## src/rtl/dma_priority_arbiter.sv

```systemverilog
// 8237A-style DMA request/priority arbiter.
// Sequences DREQ -> HRQ -> HLDA -> DACK and holds one grant per service.
module dma_priority_arbiter #(
  parameter int NUM_CH      = 4,
  parameter int SYNC_STAGES = 2,
  parameter int CH_W        = (NUM_CH > 1) ? $clog2(NUM_CH) : 1
) (
  input  logic              CLK,
  input  logic              RESET_N,
  input  logic [NUM_CH-1:0] DREQ,
  input  logic              HLDA,
  input  logic [NUM_CH-1:0] MASK,
  input  logic [NUM_CH-1:0] SREQ,
  input  logic              DREQ_POL,
  input  logic              DACK_POL,
  input  logic              ROT_PRI,
  input  logic              DISABLE,
  input  logic              SVC_END,
  output logic              HRQ,
  output logic [NUM_CH-1:0] DACK,
  output logic              ACT_VALID,
  output logic [CH_W-1:0]   ACT_CH,
  output logic [NUM_CH-1:0] SREQ_CLR
);

  typedef enum logic [1:0] {
    S_IDLE,
    S_HOLD_REQ,
    S_ACTIVE
  } state_e;

  state_e            state_q;
  logic              hrq_q;
  logic              act_valid_q;
  logic [CH_W-1:0]   act_ch_q;
  logic [NUM_CH-1:0] grant_q;
  logic [NUM_CH-1:0] sreq_clr_q;
  logic [CH_W-1:0]   top_q;
  logic [NUM_CH-1:0] sync_q [SYNC_STAGES];

  logic [NUM_CH-1:0] eff;
  logic [CH_W-1:0]   start;
  logic [CH_W:0]     sum;
  logic              win_found;
  logic [CH_W-1:0]   win_ch;
  logic [NUM_CH-1:0] win_oh;
  logic [NUM_CH-1:0] act_oh;
  logic [CH_W-1:0]   top_d;

  always_ff @(posedge CLK or negedge RESET_N) begin
    if (!RESET_N) begin
      for (int s = 0; s < SYNC_STAGES; s++) begin
        sync_q[s] <= '0;
      end
    end else begin
      sync_q[0] <= DREQ;
      for (int s = 1; s < SYNC_STAGES; s++) begin
        sync_q[s] <= sync_q[s-1];
      end
    end
  end

  assign eff = ((sync_q[SYNC_STAGES-1] ^ {NUM_CH{DREQ_POL}})
               & ~MASK) | SREQ;

  assign start = ROT_PRI ? top_q : '0;

  // Circular search from start; index wraps without a modulo operator.
  always_comb begin
    win_found = 1'b0;
    win_ch    = '0;
    sum       = '0;
    for (int k = 0; k < NUM_CH; k++) begin
      sum = {1'b0, start} + (CH_W+1)'(k);
      if (sum >= (CH_W+1)'(NUM_CH)) begin
        sum = sum - (CH_W+1)'(NUM_CH);
      end
      if (!win_found && eff[sum[CH_W-1:0]]) begin
        win_found = 1'b1;
        win_ch    = sum[CH_W-1:0];
      end
    end
  end

  assign win_oh = NUM_CH'(1) << win_ch;
  assign act_oh = NUM_CH'(1) << act_ch_q;
  assign top_d  = (act_ch_q == CH_W'(NUM_CH-1))
                ? '0 : act_ch_q + CH_W'(1);

  always_ff @(posedge CLK or negedge RESET_N) begin
    if (!RESET_N) begin
      state_q     <= S_IDLE;
      hrq_q       <= 1'b0;
      act_valid_q <= 1'b0;
      act_ch_q    <= '0;
      grant_q     <= '0;
      sreq_clr_q  <= '0;
      top_q       <= '0;
    end else begin
      sreq_clr_q <= '0;
      unique case (state_q)
        S_IDLE: begin
          if (|eff && !DISABLE) begin
            state_q <= S_HOLD_REQ;
            hrq_q   <= 1'b1;
          end
        end
        S_HOLD_REQ: begin
          if (HLDA) begin
            if (win_found) begin
              act_ch_q    <= win_ch;
              grant_q     <= win_oh;
              act_valid_q <= 1'b1;
              state_q     <= S_ACTIVE;
            end else begin
              hrq_q   <= 1'b0;
              state_q <= S_IDLE;
            end
          end
        end
        S_ACTIVE: begin
          if (SVC_END || !HLDA) begin
            grant_q     <= '0;
            act_valid_q <= 1'b0;
            hrq_q       <= 1'b0;
            state_q     <= S_IDLE;
            if (SVC_END) begin
              // Only a pending software request bit needs clearing.
              sreq_clr_q <= act_oh & SREQ;
              if (ROT_PRI) begin
                top_q <= top_d;
              end
            end
          end
        end
        default: state_q <= S_IDLE;
      endcase
    end
  end

  assign HRQ       = hrq_q;
  assign ACT_VALID = act_valid_q;
  assign ACT_CH    = act_ch_q;
  assign SREQ_CLR  = sreq_clr_q;
  assign DACK      = DACK_POL ? grant_q : ~grant_q;

endmodule

```

## config.mk

```make
export PLATFORM = sky130hd
export DESIGN_NAME = dma_priority_arbiter
export DESIGN_NICKNAME = d
export VERILOG_FILES = /design/src/rtl/dma_priority_arbiter.sv
export SDC_FILE = /design/constraint.sdc
export NUM_CORES = 1
export LEC_CHECK = 0
export ABC_AREA = 1
export CELL_PAD_IN_SITES_DETAIL_PLACEMENT = 1
export CELL_PAD_IN_SITES_GLOBAL_PLACEMENT = 2
export CORE_MARGIN = 1.5
export CORE_UTILIZATION = 28
export DETAILED_ROUTE_END_ITERATION = 7
export GPL_TIMING_DRIVEN = 0
export PLACE_DENSITY = 0.86
export SLEW_MARGIN = 10
export SYNTH_ARGS = -nofsm -noshare
export SYNTH_HDL_FRONTEND = slang
export SYNTH_SLANG_ARGS = --single-unit
```

## constraint.sdc

```tcl
create_clock -name CLK -period 2.1 [get_ports CLK]
set_clock_uncertainty 0.1 [all_clocks]
set_input_delay 0.315 -clock CLK [delete_from_list [all_inputs] [get_ports CLK]]
set_output_delay 0.315 -clock CLK [all_outputs]
set_load 0.01 [all_outputs]
```

==> key figures <==
Global route
  – Initial antenna violation count: 0
  – Largest net degree at the start of global routing: 25
  – First-pass GRT wire length: 5580 µm
  – Vias in the first global route: 1232
  – All-Layer GR Usage: 13.4%
  – Overflow after GRT: 0

Synthesis
  – Number of library cell types mapped by synthesis: 25
  – Ys async rst share: 100%
  – Avg Cell Area, Syn: 7.77 µm²
  – Prevailing post-synth register cell: dfrtp_1
  – Synth area leaders: dfrtp_1 43%, nand2_1 13%, nand3_1 8.0%
  – Synth Net Count: 206
  – Post-synth EDFFs: 0
  – Register area share after synthesis: 43.4%
  – Synth top area share: 43.4%
  – Seq cells post-synth: 24
  – Yosys top cell by area: dfrtp_1
  – Ys Warns: 0
  – Syn Std Cell Area: 1380 µm²
  – Syn Inst Count: 178

Power and ir drop
  – VDD IR max: 0.490 mV
  – Power Total: 2.04 mW
  – Net switching power: 787 µW
  – Combinational Power Share: 46.8%
  – Lkg Pwr: 0.945 nW
  – P_int: 1.25 mW
  – Clock power frac: 20.2%
  – PwrDens: 1100 nW/µm²
  – Part of the power in registers: 33.0%
  – Switch share: 38.6%

CTS
  – Longest Clk Path Bufs: 2
  – CTS tree: built
  – Hold buffers post-CTS: 0
  – CTS sink count: 24
  – Num CTS Buffers: 3
  – Clock latency on the worst-skew pair: 270 ps
  – Worst-path clk slew: 90 ps
  – H-Tree Level Count: 1
  – Clk root buf: clkbuf_8

Routing
  – Post-route ant nets: 0
  – DRC viols: 0
  – Routed len/inst: 11.2 µm
  – Drt pass-1 iters: 4
  – DR vias/cell: 4.36
  – DR vias: 1217
  – DR iter-0 viols: 54
  – Post-Route WL: 3130 µm

Worst setup path
  – Reg2Reg Setup Slack: 340 ps
  – Crit path arrival time: 1360 ps
  – Critical path data required time: 1680 ps
  – Crit Path Category: reg -> out
  – Critical path launch point: grant_q[2]$_DFFE_PN0P_
  – Worst setup path end: DACK[2]
  – Worst R2R Path Depth: 11
  – Reg-to-Reg End: grant_q[0]$_DFFE_PN0P_
  – Worst Setup Start Kind: flip-flop
  – Worst Path Max Fanout: 2
  – Worst R2R Start: top_q[0]$_DFFE_PN0P_
  – Critical Path End Type: primary output

STA
  – Hold Vio Cnt, Final: 0
  – Slew @ Worst Pin: 1100 ps
  – Hold WS: 256 ps
  – Setup ws final: 321 ps
  – Min Tclk post-route: 1780 ps
  – Finish-stage setup viols: 0
  – RSZ-0062 raised after global routing: false
  – Fmax achieved: 0.562 GHz
  – Period Utilization, post-route: 84.7%
  – Slew Viols, Final: 0
  – Slew headroom: 26.6%
  – Setup TNS: 0 ps

Finish
  – Area Growth Syn to Fin: 34.5%
  – Final Instance Area: 1860 µm²
  – Layout Nets: 241
  – Storage cell area: 601 µm²
  – # fillers: 593
  – Non-Filler Instances: 279
  – Antenna diodes: 0
  – Share of cells above drive strength 1: 9.91%
  – Final core utilization: 39.1%
  – Multi-input logic area: 679 µm²

Floorplan
  – Vert. Die Dim: 73.3 µm
  – Die X: 73.3 µm
  – Row cnt: 25
  – I/O pins: 32
  – Initial cell density of the core: 29.1%
  – Core ar.: 4750 µm²
  – Die area: 5370 µm²

Placement
  – Post-placement cell area: 1770 µm²
  – Placed cells: 275
  – Dpl ws: -142 ps
  – Final Wtd Congestion: 0.730
  – DP HPWL: 2530 µm
  – PortBufs: 30

Status
  – Status: finished clean

Hold path
  – Hold crit path type: reg -> reg

Flow run
  – Number of max-cap violations: 0
## how the worst min path moves through the flow
stage	start	to	slack, ps	depth (start not counted)
4_1_cts	sync_q[6]$_DFF_PN0_	sync_q[2]$_DFF_PN0_	260	0
2_1_floorplan	RESET_N	ACT_CH[0]$_DFFE_PN0P_	-80	0
3_3_place_gp	sync_q[6]$_DFF_PN0_	sync_q[2]$_DFF_PN0_	240	0
3_5_place_dp	sync_q[6]$_DFF_PN0_	sync_q[2]$_DFF_PN0_	240	0
6_report	sync_q[6]$_DFF_PN0_	sync_q[2]$_DFF_PN0_	260	0
5_1_grt	sync_q[5]$_DFF_PN0_	sync_q[1]$_DFF_PN0_	260	0
## cell type report
| class | count | area share [%] |
|---|---|---|
| flip-flops and latches | 24 | 32.3 |
| inverters | 30 | 6.19 |
| clock inverters | 1 | 1.62 |
| well taps | 67 | 4.51 |
| clock buffers | 3 | 2.22 |
| plain buffers | 1 | 0.202 |
| multi-input cells | 123 | 36.5 |
| repair buffers | 30 | 16.4 |
## routing by layer
metal  GRT usage (%)  routed length [µm]  up-vias
li1                -                   -      624
met1            17.5                1520      569
met2            21.9                1450       19
met3            2.61                 100        5
met4            5.03                  52        0
met5               0                   0        -
## Yosys cell counts (2+ instances only)
cell type  number
dfrtp_1        24
a21oi_1         3
o21ai_0         2
ha_1            8
nand2_2         3
o21ai_2         2
nand4_1         3
nand3_2         2
xnor2_1         4
nor2_1         14
nand3_1        22
nand2_1        48
inv_2           2
inv_1          27
o21ai_1         4
## power groups by stage
stage	sequential [mW]	clock, mW	combinational (mW)
after floorplan	0.677	0	0.599
after detailed placement	0.676	0	0.950
after CTS	0.670	0.426	0.957
after global placement	0.677	0	0.934
after global routing	0.691	0.445	1.09
final	0.673	0.411	0.952
## flip-flops by register name, summed over array words and instances (netlist names)
signal     count
sync_q         8
SREQ_CLR       4
grant_q        4
ACT_CH         2
state_q        2
top_q          2
ACT_VALID      1
HRQ            1
## cell families after synthesis
kind of cell / Yosys count / share of synthesized area (%)
adders and majority gates: 8 / 7.24
xor gates and xnor gates: 4 / 2.53
buffers and inverters: 31 / 8.51
DFF: 24 / 43.4
and+or+nand+nor: 95 / 30.4
muxes: 1 / 0.814
AOI/OAI and AO/OA: 15 / 7.06
## worst max-delay path, stage by stage (launching register included)
cell and delay [ps]:
dfrtp_1 390, xnor2_1 150, clkdlybuf4s50_1 550
## placed cells by master, fill, tap and decap left out, types with 2 or more instances in the layout
| cell | synthesis | final |
|---|---|---|
| nand3_1 | 22 | 21 |
| inv_1 | 27 | 27 |
| ha_1 | 8 | 8 |
| nor2_1 | 14 | 14 |
| o21ai_1 | 4 | 4 |
| xnor2_1 | 4 | 4 |
| inv_2 | 2 | 2 |
| nand4_1 | 3 | 3 |
| clkdlybuf4s50_1 | 0 | 28 |
| nand2_2 | 3 | 4 |
| dlymetal6s2s_1 | 0 | 2 |
| dfrtp_1 | 24 | 24 |
| nand3_2 | 2 | 3 |
| clkbuf_8 | 0 | 3 |
| o21ai_0 | 2 | 2 |
| a21oi_1 | 3 | 3 |
| nand2_1 | 48 | 47 |
## what timing repair did
| action | in CTS | in global routing |
|---|---|---|
| setup buffers | 0 | 0 |
| resized for setup | 0 | 6 |
| endpoints found under the setup margin | 0 | 6 |
(Power assumes the default switching activity.)
